### src/rtl/dial_decoder.sv
// ---------------------------------------------------------------------------
// dial_decoder
//   Front end for the safe's combination dial. Synchronises and debounces the
//   raw quadrature contacts, decodes detent steps and direction, keeps the
//   dial position and compares it with the combination digit chosen by
//   master_fsm.
//
// Ports
//   clk       in   1   system clock
//   rst       in   1   asynchronous reset, active-high
//   qa, qb    in   1   raw dial contacts A/B (asynchronous, bouncy)
//   clrCount  in   1   0 = synchronous clear of position/history, 1 = count
//   sel       in   2   digit selector (0..2, 3 = none)
//   pos       out  PW  current dial position (0..DIAL_MAX-1)
//   cnten     out  1   one-cycle pulse per accepted detent
//   up        out  1   direction of last detent (1 = CW)
//   dirch     out  1   pulse with cnten when the direction reversed
//   eq        out  1   pos == CODE[sel] (0 when sel = 3)
//   err       out  1   one-cycle pulse on an illegal quadrature transition
// ---------------------------------------------------------------------------
module dial_decoder #(
  parameter int DIAL_MAX = 100,
  parameter int PW       = 7,
  parameter int DEB_CYC  = 16,
  parameter int CODE0    = 12,
  parameter int CODE1    = 34,
  parameter int CODE2    = 56
) (
  input  logic          clk,
  input  logic          rst,
  input  logic          qa,
  input  logic          qb,
  input  logic          clrCount,
  input  logic [1:0]    sel,
  output logic [PW-1:0] pos,
  output logic          cnten,
  output logic          up,
  output logic          dirch,
  output logic          eq,
  output logic          err
);

  localparam int            CW       = (DEB_CYC > 2) ? $clog2(DEB_CYC) : 1;
  localparam logic [CW-1:0] CNT_LAST = CW'(DEB_CYC - 1);
  localparam logic [PW-1:0] POS_MAX  = PW'(DIAL_MAX - 1);
  localparam bit            CODE0_OK = (CODE0 >= 0) && (CODE0 < DIAL_MAX);
  localparam bit            CODE1_OK = (CODE1 >= 0) && (CODE1 < DIAL_MAX);
  localparam bit            CODE2_OK = (CODE2 >= 0) && (CODE2 < DIAL_MAX);

  // Position of a {A,B} pair in the CW sequence 00 -> 10 -> 11 -> 01.
  function automatic logic [1:0] quad_phase(input logic [1:0] ab);
    case (ab)
      2'b00:   quad_phase = 2'd0;
      2'b10:   quad_phase = 2'd1;
      2'b11:   quad_phase = 2'd2;
      2'b01:   quad_phase = 2'd3;
      default: quad_phase = 2'd0;
    endcase
  endfunction

  // Index 1 = contact A, index 0 = contact B.
  logic [1:0]    sync1;
  logic [1:0]    sync2;
  logic [1:0]    deb;
  logic [CW-1:0] deb_cnt [2];
  logic [1:0]    ab_cur;
  logic [1:0]    ab_prev;
  logic [2:0]    sub;
  logic          stepped;

  logic [PW-1:0] pos_next;
  logic [2:0]    sub_next;
  logic          up_next;
  logic          stepped_next;
  logic          cnten_next;
  logic          dirch_next;
  logic          err_next;
  logic [1:0]    phase_diff;
  logic [3:0]    sub_sum;
  logic          moving;

  // Two-flop synchroniser for the raw contacts.
  always_ff @(posedge clk or posedge rst) begin
    if (rst) begin
      sync1 <= 2'b00;
      sync2 <= 2'b00;
    end else begin
      sync1 <= {qa, qb};
      sync2 <= sync1;
    end
  end

  // Per-contact debouncer: the counter runs while the synced value differs
  // from the accepted one and restarts whenever they agree again, so any
  // bounce back restarts the stability window.
  for (genvar i = 0; i < 2; i++) begin : g_deb
    always_ff @(posedge clk or posedge rst) begin
      if (rst) begin
        deb[i]     <= 1'b0;
        deb_cnt[i] <= '0;
      end else if (sync2[i] == deb[i]) begin
        deb_cnt[i] <= '0;
      end else if (deb_cnt[i] == CNT_LAST) begin
        deb[i]     <= sync2[i];
        deb_cnt[i] <= '0;
      end else begin
        deb_cnt[i] <= deb_cnt[i] + CW'(1);
      end
    end
  end

  // Registered debounced pair and its previous value for edge detection.
  always_ff @(posedge clk or posedge rst) begin
    if (rst) begin
      ab_cur  <= 2'b00;
      ab_prev <= 2'b00;
    end else begin
      ab_cur  <= deb;
      ab_prev <= ab_cur;
    end
  end

  // Step decode, detent accumulation, position update and clear.
  always_comb begin
    pos_next     = pos;
    sub_next     = sub;
    up_next      = up;
    stepped_next = stepped;
    cnten_next   = 1'b0;
    dirch_next   = 1'b0;
    err_next     = 1'b0;
    moving       = 1'b0;
    sub_sum      = {sub[2], sub};
    phase_diff   = quad_phase(ab_cur) - quad_phase(ab_prev);

    case (phase_diff)
      2'd1: begin
        moving  = 1'b1;
        sub_sum = {sub[2], sub} + 4'd1;
      end
      2'd3: begin
        moving  = 1'b1;
        sub_sum = {sub[2], sub} - 4'd1;
      end
      2'd2: begin
        err_next = 1'b1;
      end
      default: begin
        moving = 1'b0;
      end
    endcase

    if (moving && ((sub_sum == 4'b0100) || (sub_sum == 4'b1100))) begin
      // A full detent: +4 is CW, -4 is CCW.
      sub_next     = 3'b000;
      cnten_next   = 1'b1;
      up_next      = (sub_sum == 4'b0100);
      dirch_next   = stepped && (up_next != up);
      stepped_next = 1'b1;
      if (up_next) begin
        pos_next = (pos == POS_MAX) ? {PW{1'b0}} : pos + PW'(1);
      end else begin
        pos_next = (pos == {PW{1'b0}}) ? POS_MAX : pos - PW'(1);
      end
    end else if (moving) begin
      sub_next = sub_sum[2:0];
    end else begin
      sub_next = sub;
    end

    // Clear overrides any detent in the same cycle; direction is kept.
    if (!clrCount) begin
      pos_next     = {PW{1'b0}};
      sub_next     = 3'b000;
      stepped_next = 1'b0;
      up_next      = up;
      cnten_next   = 1'b0;
      dirch_next   = 1'b0;
    end else begin
      stepped_next = stepped_next;
    end
  end

  // Decoder state and registered outputs.
  always_ff @(posedge clk or posedge rst) begin
    if (rst) begin
      pos     <= {PW{1'b0}};
      sub     <= 3'b000;
      up      <= 1'b0;
      stepped <= 1'b0;
      cnten   <= 1'b0;
      dirch   <= 1'b0;
      err     <= 1'b0;
    end else begin
      pos     <= pos_next;
      sub     <= sub_next;
      up      <= up_next;
      stepped <= stepped_next;
      cnten   <= cnten_next;
      dirch   <= dirch_next;
      err     <= err_next;
    end
  end

  // Combination digit match; out-of-range digits never match.
  always_comb begin
    case (sel)
      2'd0:    eq = CODE0_OK && (pos == PW'(CODE0));
      2'd1:    eq = CODE1_OK && (pos == PW'(CODE1));
      2'd2:    eq = CODE2_OK && (pos == PW'(CODE2));
      default: eq = 1'b0;
    endcase
  end

endmodule
### config.mk
export PLATFORM = sky130hd
export DESIGN_NAME = dial_decoder
export DESIGN_NICKNAME = d
export VERILOG_FILES = /design/src/rtl/dial_decoder.sv
export SDC_FILE = /design/constraint.sdc
export NUM_CORES = 1
export LEC_CHECK = 0
export CORE_MARGIN = 2
export CORE_UTILIZATION = 51
export DETAILED_ROUTE_END_ITERATION = 16
export HOLD_SLACK_MARGIN = 0.08
export PLACE_DENSITY = 0.8
export SYNTH_ARGS = -nofsm -noshare
export SYNTH_HDL_FRONTEND = slang
export SYNTH_SLANG_ARGS = --single-unit
### constraint.sdc
create_clock -name clk -period 8.85 [get_ports clk]
set_input_delay 1.77 -clock clk [delete_from_list [all_inputs] [get_ports clk]]
set_output_delay 1.77 -clock clk [all_outputs]
set_load 0.1 [all_outputs]
* Yosys cells after proc, flatten, opt, wreduce, memory -nomap -nowiden
Cells that the tools add are included.
** Storage, ports and cells
- Register bits :: 33
- Logic and storage cells :: 83
- Input bits :: 7
** Operators by class
- Multiplexer cells :: 24
- Bitwise gates (word level) :: 2
- $add $sub $neg :: 7
- Reductions and logical operators :: 11
- Eq/ne operators :: 24
** Operators by type and width (number)
- $mux 7 :: 5
- $mux 4 :: 4
- $pmux 2 s4 :: 2
- $eq 2x2->1 const B :: 7
- $eq 7x6->1 const B :: 2
- $eq 4x4->1 const B :: 3
- $mux 3 :: 3
- $add 4x1->4 const B :: 2
- $eq 2x1->1 const B :: 4
- $mux 1 :: 8
- $pmux 4 s2 :: 1
- $add 7x1->7 const B :: 1
- $eq 7x4->1 const B :: 1
- $eq 7x7->1 const B :: 1
- $logic_not 7->1 :: 1
- $sub 7x1->7 const B :: 1
- $logic_not 2->1 :: 3
- $reduce_and 2->1 :: 3
- $add 3x2->4 const B :: 1
- $eq 4x3->1 const B :: 1
- $sub 3x2->4 const B :: 1
- $ne 3x1->1 const B :: 1
- $pmux 1 s3 :: 1
- $eq 1x1->1 :: 2
- 7 further kinds :: 9

* Depth between registers and ports, before layout
Gate-level depths: netlist of the first run.
- Depth in word-level cells :: 10
- Depth in mapped cells :: 15
- Depth with buffers taken out :: 14

* Worst setup path after synthesis of the first run
No wires, ideal clock.
- Kind :: input to output
- Start point :: in sel[0]
- End point :: out eq
- Cell stages on the path :: 5
- Required time :: 7.080 ns
- Path buffers :: 0
- Data arrival time :: 4.590 ns
- Slack :: 2.490 ns
- Cell sequence :: inv_1 ha_1 xor2_1 or4_1 nor3_1
** On the way
- Word-level cells in the longest chain between the ends :: 2
** Ends and longest elaborated chain
- from (decl) :: RTL line 34 : input logic [1:0] sel,
- $eq 2x2->1 (tied with other cells) :: RTL line 207 : case (sel)
- $pmux 1 s3 (*) :: RTL line 207
- to (decl) :: RTL line 39 : output logic eq,
Every way passes the cells marked *; elsewhere a longest branch is shown, timed or not.

* Final worst setup path of the first run
Same ends and word-level chain as after synthesis.

==> metrics, run 1 <==
status completed; critical path cell sequence clkdlybuf4s50_1, inv_1, ha_1, xor2_1, or4_1, nor3_1, clkdlybuf4s50_1; top cell type's share of synthesized area 0.406; Synth Net Count 231; Worst-Margin Slew 0.980 ns; PortBufs 18; Worst path max stage delay 1.15 ns; share of layout cells above drive strength 1 0.0969; Final Cycle Share 0.697; final instance area 0.00236 sq mm; Sw Pwr 0.0000702 W; # resized after CTS 0; pin count of the biggest net entering global routing 34; Critical Path End Type output pin; Global Route Usage Sum 0.193; Via density 5.61; Post-CTS Setup Inserts 0; # fillers 307; Routed WL per cell 13.4 microns; Post-synth EDFFs 0; Syn Area/Cell 9.78 sq um; Crit Path Class input pin to output pin; ys flop type dfrtp_1; Slowest cell on crit path clkdlybuf4s50_1; DRC viols 0; area leader, netlist dfrtp_1; GR Overflow Total 0; combinational group share of total power 0.050; cell count after synthesis 208; setup violators final 0; most instantiated cells after synthesis 33 x dfrtp_1, 19 x nor2_1, 17 x inv_1; Initial DRC Count 60; count leader, synth dfrtp_1; register share of total power 0.500; crit path launch type input pin; CTS tree done; Die X 67.1 microns; fin crit period 6.17 ns; Multi-input gate area 0.00111 sq mm; Distinct cells, synth 49; Net Sw Frac 0.222; CP top delay family buffers and inverters; Clock Skew 0.00554 ns; DRT Wirelength 3.68 mm; final hold violations 0; core area 0.00374 sq mm; maximum vdd ir drop 0.115 mV; RSZ-0062 raised after global routing no; largest cells by area after synthesis dfrtp_1 41%, ha_1 9.8%, nor2_1 3.5%; CP arrival 4.40 ns; global-route wire length before repair 6.49 mm; Synth-to-Final Area Change 16.2%; register area 826 sq um; clk_lat worst skew 0.29 ns; Seq/Total Area, Yosys 0.406; Max Root-Sink Buffers 2; Netlist Area Pre-Place 0.00203 sq mm; Fmax 162 MHz; Worst slew margin 0.345; Leak 1.07 nW; DR vias 1543; Slew Viols, Final 0; Crit Path Max Fanout 3; CTS Sinks 33; gpl congestion 0.904; CTS clk-pin slew, worst paths 0.07 ns; die area 0.00451 sq mm; #FFs+latches synth 33; TNS Setup 0 ns; Tot Pwr 0.000316 W; P per Cell Area 134 mW/mm^2; Std-Cell Rows 22; final net count 249; initial core utilization 0.543; R2R Setup Slk 5.06 ns; DRT antenna net count 0; TritonCTS Buffers 5; MaxCap Viol Count 0; Root Buffer clkbuf_8; synth warn 0; FFs w/ async S/R, synth 1.00; Die Y 67.1 microns; num ports 19; vias in the first global route 1437; CP required 7.08 ns; antenna violations before repair 0; Worst Hold Class flip-flop to flip-flop; clock share of power 0.450; Pre-antenna DRT Iters 4; # diodes 0; hold_buf cts 0; cell mode on critical path clkdlybuf4s50_1; WP buf/inv 3; htree depth 2; HPWL after detailed placement 2.64 mm; Int Power 0.000246 W; DP Area 0.00225 sq mm
-- layout make-up --
class,instances,area share
Inverter,17,0.0270
Clock inverter,3,0.0196
Tap cell,48,0.0254
Clock buffer,5,0.0291
Sequential cell,33,0.350
Timing Repair Buffer,19,0.0794
Multi-Input combinational cell,150,0.470
-- metrics by stage --
step                hold slack (ns)  std cells  utilization  worst slack [ns]
floorplan                     0.331        208            -              2.49
global placement              0.334        267        0.600              2.70
detailed placement            0.336        267        0.600              2.67
CTS                           0.353        275        0.631              2.67
global route                  0.359        275        0.631              2.60
finish                        0.356        275        0.631              2.68
-- path summary, 6_finish.rpt --
check                                          end           startpoint  cells past startpoint
worst max-delay path                            eq               sel[0]                      7
worst min-delay path            sync2[0]$_DFF_PP0_   sync1[0]$_DFF_PP0_                      0
worst max register to register  pos[0]$_DFFE_PP0P_  ab_cur[0]$_DFF_PP0_                     14
worst min register to register  sync2[0]$_DFF_PP0_   sync1[0]$_DFF_PP0_                      0
max in group asynchronous       sub[2]$_DFFE_PP0P_                  rst                      3
min in group asynchronous       sync2[0]$_DFF_PP0_                  rst                      3
-- cell usage in the layout (no fill, tap or decap), types with 3 or more instances in the layout --
master and count:
nor3_1 4, clkdlybuf4s50_1 18, inv_1 17, nor2b_1 4
mux2i_1 3, dfrtp_1 33, nand3_1 8, xnor2_1 7
clkbuf_8 5, nor2_1 19, o21ai_0 6, a31oi_1 3
nand4b_1 3, xor2_1 4, ha_1 16, a41oi_1 3
nand2_1 13, and3_1 3, a311oi_1 3, a21oi_1 9
nand2b_1 3
-- logic make-up after synthesis --
family / Yosys count / synth area share
flip-flops: 33 / 0.406
AO/OA/AOI/OAI: 40 / 0.146
multiplexers: 7 / 0.0437
buffers and inverters: 25 / 0.0480
adder cells (fa/ha/maj): 16 / 0.0985
XOR/XNOR: 12 / 0.0591
AND/OR/NAND/NOR: 75 / 0.199
-- registers in the layout, summed over array words and instances (netlist names), 2 cells and up --
name,cells
ab_prev,2
deb,2
ab_cur,2
deb_cnt,8
sub,3
sync1,2
sync2,2
pos,7
-- metal layers --
| metal | GRT usage | share of wire |
|---|---|---|
| met3 | 0.0500 | 0.041 |
| met5 | 0 | 0 |
| met2 | 0.302 | 0.47 |
| met4 | 0.0689 | 0.013 |
| met1 | 0.259 | 0.47 |
-- power groups by stage --
stage | Clock (W) | Combinational [W] | Sequential, W
after floorplan | 0 | 0.0000105 | 0.000160
after detailed placement | 0 | 0.0000162 | 0.000161
after global placement | 0 | 0.0000158 | 0.000160
final | 0.000142 | 0.0000159 | 0.000158
after global routing | 0.000152 | 0.0000185 | 0.000158
after CTS | 0.000146 | 0.0000163 | 0.000158
Power figures use the tool's default switching activity.
==> run 2, diff against run 1 <==
Settings changed: PLACE_DENSITY 0.8 to 0.83.
Clock period 8.85 ns to 5.2 ns, I/O delays scaled along.
==> run 2 against run 1 <==
  * First-iteration DRC count is 67% higher
  * Flip-flop and latch count stayed put
  * Total power is 54% higher
  * Final cell count stayed put
  * Highest routed layer unchanged
  * Hold slack better by 0.0012 ns
  * Sequential share of layout area is 0.47 points higher
  * Critical path depth stayed put
  * Die area stayed put
  * Via count is 2.3% higher
  * Non-clock buffer count stayed put
  * Count of clock-buffer cells in the layout stayed put
  * Worst setup slack worse by 1.4 ns
==> metrics, run 2 (synthesis gave the netlist of run 1 again) <==
status completed; gpl congestion 0.970 (+7.3%); clk_lat worst skew 0.28 ns (about the same); CTS Sinks 33 (unchanged); # resized after CTS 0 (unchanged); Via density 5.74 (+2.3%); hold_sp sync1[0]$_DFF_PP0_; Die Y 67.1 microns (unchanged); # fillers 347 (+13%); Std-Cell Rows 22 (unchanged); Crit Path Max Fanout 3 (unchanged); commonest cells after routing, fill and taps aside 33 x dfrtp_1, 19 x nor2_1, 17 x inv_1, 17 x clkdlybuf4s50_1, 16 x ha_1; antenna violations before repair 0 (unchanged); Placed Instances 267 (unchanged); vias in the first global route 1445 (+0.56%); maximum vdd ir drop 0.185 mV (+61%); R2R Setup Slk 1.35 ns (-3.71 ns); Worst-Margin Slew 0.990 ns (+0.0105 ns); TritonCTS Buffers 5 (unchanged); PortBufs 18 (unchanged); fin crit period 3.90 ns; num ports 19 (unchanged); CTS clk-pin slew, worst paths 0.07 ns (about the same); top flop regs deb_cnt x8, pos x7, sub x3; register area 826 sq um (unchanged); final net count 249 (unchanged); Worst Reg-to-Reg Cells 14 (unchanged); commonest non-fill, non-tap cell in the layout dfrtp_1; Routed WL per cell 14.7 microns (+9.5%); GR Overflow Total 0 (unchanged); hold_buf cts 0 (unchanged); pin count of the biggest net entering global routing 34 (unchanged); met3 usage 0.0517 (+0.00167); RSZ-0062 raised after global routing no; Post-CTS Setup Inserts 0 (unchanged); MaxCap Viol Count 0 (unchanged); Pre-antenna DRT Iters 4 (unchanged); share of layout cells above drive strength 1 0.101 (+0.00441); Worst Hold Class flip-flop to flip-flop; Finished Layout Cells 275 (unchanged); Root Buffer clkbuf_8; Synth-to-Final Area Change 14.6%; setup violators final 0 (unchanged); core area 0.00374 sq mm (unchanged); die area 0.00451 sq mm (unchanged); DRC viols 0 (unchanged); Max Root-Sink Buffers 2 (unchanged); initial core utilization 0.543 (unchanged); HPWL after detailed placement 2.94 mm (+11%); Critical Path End Type output pin; DR vias 1579 (+2.3%); Post-Route Utilization 0.623 (-0.00836); RR Endpoint pos[0]$_DFFE_PP0P_; busiest grt layer met2; Leak 1.07 nW (-0.78%); Reg with most FFs deb_cnt; Initial DRC Count 100 (+67%); Slew Viols, Final 0 (unchanged); Multi-input gate area 0.00111 sq mm (unchanged); DRT antenna net count 0 (unchanged); Global Route Usage Sum 0.205 (+0.0124); global-route wire length before repair 6.94 mm (+7.0%); Clock Skew 0.00262 ns (-0.00292 ns); Critical R2R Launch ab_cur[0]$_DFF_PP0_; Die X 67.1 microns (unchanged); met1 Track Usage GR 0.270 (+0.0106); # diodes 0 (unchanged); Fmax 256 MHz; htree depth 2 (unchanged); CTS tree done; DRT Wirelength 4.03 mm (+9.5%); Setup crit start sel[0]; crit path launch type input pin; TNS Setup 0 ns (unchanged); final hold violations 0 (unchanged); CP required 4.16 ns (-2.92 ns); crit path to eq; P per Cell Area 208 mW/mm^2 (+56%); Worst slew margin 0.338 (-0.00704); max reg flops 8 (unchanged); Crit Path Class input pin to output pin; Final Cycle Share 0.750; CP arrival 2.86 ns (-1.54 ns); GR Util met2 0.343 (+0.0408)
-- run 2: cell count changes in the layout (fill, tap and decap cells not counted), sizes merged --
| cell | change |
|---|---|
| buf | +1 |
| bufinv | -1 |
| clkinv | +1 |
| clkdlybuf4s50 | -1 |
-- run 2: cell type report --
class | count | share of cell area
inverter | 17 | 0.0274
clock buffer | 5 | 0.0295
timing repair buffer | 19 | 0.0794
sequential | 33 | 0.354
multi-input combinational | 150 | 0.476
tap | 48 | 0.0258
clock inverter | 3 | 0.00751
-- run 2: power breakdown --
part,internal [W],switching [W]
clock network,0.0000923,0.0000964
logic,0.0000127,0.0000149
registers,0.000263,0.00000632
total,0.000368,0.000118
-- run 2: how the worst min path moves through the flow --
stage	endpoint	slack [ns]	cells past startpoint
after detailed placement	sync2[0]$_DFF_PP0_	0.34	0
after global placement	sync2[1]$_DFF_PP0_	0.33	0
final	sync2[0]$_DFF_PP0_	0.36	0
after floorplan	sync2[0]$_DFF_PP0_	0.33	0
after CTS	sync2[0]$_DFF_PP0_	0.36	0
after global routing	sync2[0]$_DFF_PP0_	0.36	0
-- run 2: layer usage --
| metal | routed length (microns) | vias up |
|---|---|---|
| met5 | 0 | - |
| met4 | 27 | 0 |
| met3 | 161 | 2 |
| met2 | 2050 | 30 |
| met1 | 1800 | 773 |
| li1 | - | 774 |
-- run 2: per-stage QoR --
stage               total power [W]  setup slack (ns)  area, sq um  hold WS, ns
global placement           0.000300              1.37         2240        0.332
global route               0.000504              1.07         2330        0.363
finish                     0.000485              1.30         2330        0.358
CTS                        0.000489              1.32         2330        0.359
floorplan                  0.000290             0.300         2030        0.331
detailed placement         0.000302              1.32         2240        0.339
-- run 2: worst max-delay path: stages --
cell and delay, ns:
clkdlybuf4s50_1 0.50, inv_1 0.05, ha_1 0.19, xor2_1 0.13, or4_1 0.40, nor3_1 0.20, buf_4 0.32
==> run 3, diff against run 2 <==
Settings changed: PLACE_DENSITY 0.83 to 0.8.
Clock period 5.2 ns to 4.02 ns, I/O delays scaled along.
==> run 3 against run 2 <==
  * Flip-flop and latch count unchanged
  * Core utilization increased by 1.4 points
  * Count of clock-buffer cells in the layout rose by 2
  * Final cell count is the same
  * Register-to-register slack got worse by 1.0 ns
  * Critical path depth increased by 7
  * Worst setup slack got worse by 0.99 ns
  * Sequential share of layout area decreased by 0.78 points
  * First-iteration DRC count rose by 28%
  * Hold slack worse by 0.011 ns
  * Via count is 1.0% lower
  * Die area did not move
==> metrics, run 3 (synthesis gave the netlist of run 1 again) <==
CTS tree done; gpl congestion 0.850 (-12%); Pre-antenna DRT Iters 4 (unchanged); antenna violations before repair 0 (unchanged); vias in the first global route 1422 (-1.6%); MaxCap Viol Count 0 (unchanged); DR vias 1563 (-1.0%); Crit Path Class flip-flop to flip-flop; Global Route Usage Sum 0.189 (-0.0157); Die Y 67.1 microns (unchanged); Initial DRC Count 128 (+28%); RSZ-0062 raised after global routing no; fin crit period 3.72 ns; met3 usage 0.0450 (-0.00667); Post-CTS Setup Inserts 0 (unchanged); commonest cells after routing, fill and taps aside 33 x dfrtp_1, 19 x nor2_1, 17 x inv_1, 17 x clkdlybuf4s50_1, 16 x ha_1; CTS clk-pin slew, worst paths 0.07 ns (about the same); GR Overflow Total 0 (unchanged); DRC viols 0 (unchanged); final hold violations 0 (unchanged); pin count of the biggest net entering global routing 34 (unchanged); Worst Hold Class flip-flop to flip-flop; share of layout cells above drive strength 1 0.106 (+0.00441); Leak 1.08 nW (+1.6%); # fillers 323 (-6.9%); Reg with most FFs deb_cnt; final net count 249 (unchanged); crit path launch type flip-flop; Routed WL per cell 13.4 microns (-8.6%); Die X 67.1 microns (unchanged); Critical Path End Type flip-flop; Synth-to-Final Area Change 17.2%; global-route wire length before repair 6.44 mm (-7.3%); CP required 4.22 ns (+0.06 ns); commonest non-fill, non-tap cell in the layout dfrtp_1; Final Cycle Share 0.924; GR Util met2 0.261 (-0.0817); maximum vdd ir drop 0.269 mV (+45%); TritonCTS Buffers 5 (unchanged); DRT Wirelength 3.68 mm (-8.6%); die area 0.00451 sq mm (unchanged); CTS Sinks 33 (unchanged); hold_buf cts 0 (unchanged); # resized after CTS 0 (unchanged); setup violators final 0 (unchanged); HPWL after detailed placement 2.62 mm (-11%); Multi-input gate area 0.00112 sq mm (+0.90%); Clock Skew 0.00433 ns (+0.00171 ns); Max Root-Sink Buffers 2 (unchanged); Hold WS 0.346 ns (-0.0114 ns); Std-Cell Rows 22 (unchanged); Finished Layout Cells 275 (unchanged); P per Cell Area 295 mW/mm^2 (+42%); DRT antenna net count 0 (unchanged); Worst slew margin 0.352 (+0.0140); top flop regs deb_cnt x8, pos x7, sub x3; Worst-Margin Slew 0.969 ns (-0.0209 ns); num ports 19 (unchanged); core area 0.00374 sq mm (unchanged); status completed; CP arrival 3.91 ns (+1.05 ns); htree depth 2 (unchanged); Root Buffer clkbuf_8; met1 Track Usage GR 0.271 (+0.00149); Placed Instances 267 (unchanged); initial core utilization 0.543 (unchanged); Crit Path Max Fanout 9 (+6); register area 826 sq um (unchanged); # diodes 0 (unchanged); max reg flops 8 (unchanged); busiest grt layer met1; Via density 5.68 (-1.0%); clk_lat worst skew 0.28 ns (about the same); Slew Viols, Final 0 (unchanged); Fmax 269 MHz; TNS Setup 0 ns (unchanged); PortBufs 18 (unchanged)
run 3: where the power goes:
group / switching (W) / internal [W] / total [W] / leakage, nW
clock network: 0.000118 / 0.000202 / 0.000320 / 0.0585
logic: 0.0000187 / 0.0000162 / 0.0000349 / 0.579
registers: 0.00000774 / 0.000340 / 0.000348 / 0.446
total: 0.000145 / 0.000558 / 0.000703 / 1.08
run 3: layout make-up:
| type | instances | share of cell area |
|---|---|---|
| multi-input cells | 150 | 0.470 |
| flip-flops and latches | 33 | 0.346 |
| repair buffers | 19 | 0.0829 |
| clock buffers | 7 | 0.0362 |
| inverters | 17 | 0.0268 |
| well taps | 48 | 0.0252 |
| clock inverters | 1 | 0.0126 |
run 3: worst max-delay path: stages (launching register included):
cell      delay, ns
dfrtp_1        0.40
inv_1          0.06
ha_1           0.29
inv_1          0.06
ha_1           0.14
xnor3_2        0.53
nor2_1         0.15
xor2_1         0.16
ha_1           0.28
nor4b_1        0.38
nand2_1        0.16
mux2i_4        0.31
or2_1          0.35
o21ai_2        0.10
a221oi_2       0.26
run 3: path summary, 6_finish.rpt:
kind                                     startpoint                 end  slack, ns  depth (start not counted)
max in group asynchronous                       rst  pos[6]$_DFFE_PP0P_       2.84                          3
min in group asynchronous                       rst  sync2[0]$_DFF_PP0_       0.90                          3
worst max register to register  ab_cur[0]$_DFF_PP0_  pos[0]$_DFFE_PP0P_       0.30                         14
worst min-delay path             sync1[0]$_DFF_PP0_  sync2[0]$_DFF_PP0_       0.35                          0
worst max-delay path            ab_cur[0]$_DFF_PP0_  pos[0]$_DFFE_PP0P_       0.30                         14
worst min register to register   sync1[0]$_DFF_PP0_  sync2[0]$_DFF_PP0_       0.35                          0
run 3: stage by stage:
stage,util,setup WS (ns),area (sq um),power [W]
after floorplan,-,0.247,2040,0.000376
final,0.637,0.304,2380,0.000703
after global routing,0.637,0.0162,2380,0.000736
after detailed placement,0.604,0.309,2260,0.000389
after global placement,0.604,0.407,2260,0.000388
after CTS,0.635,0.282,2380,0.000709
run 3: per-layer routing:
layer  wire length [microns]  part of all wire  vias up
li1                        -                 -      777
met1                    1770              0.48      730
met2                    1630              0.44       42
met3                     176             0.048       14
met4                     113             0.031        0
met5                       0                 0        -
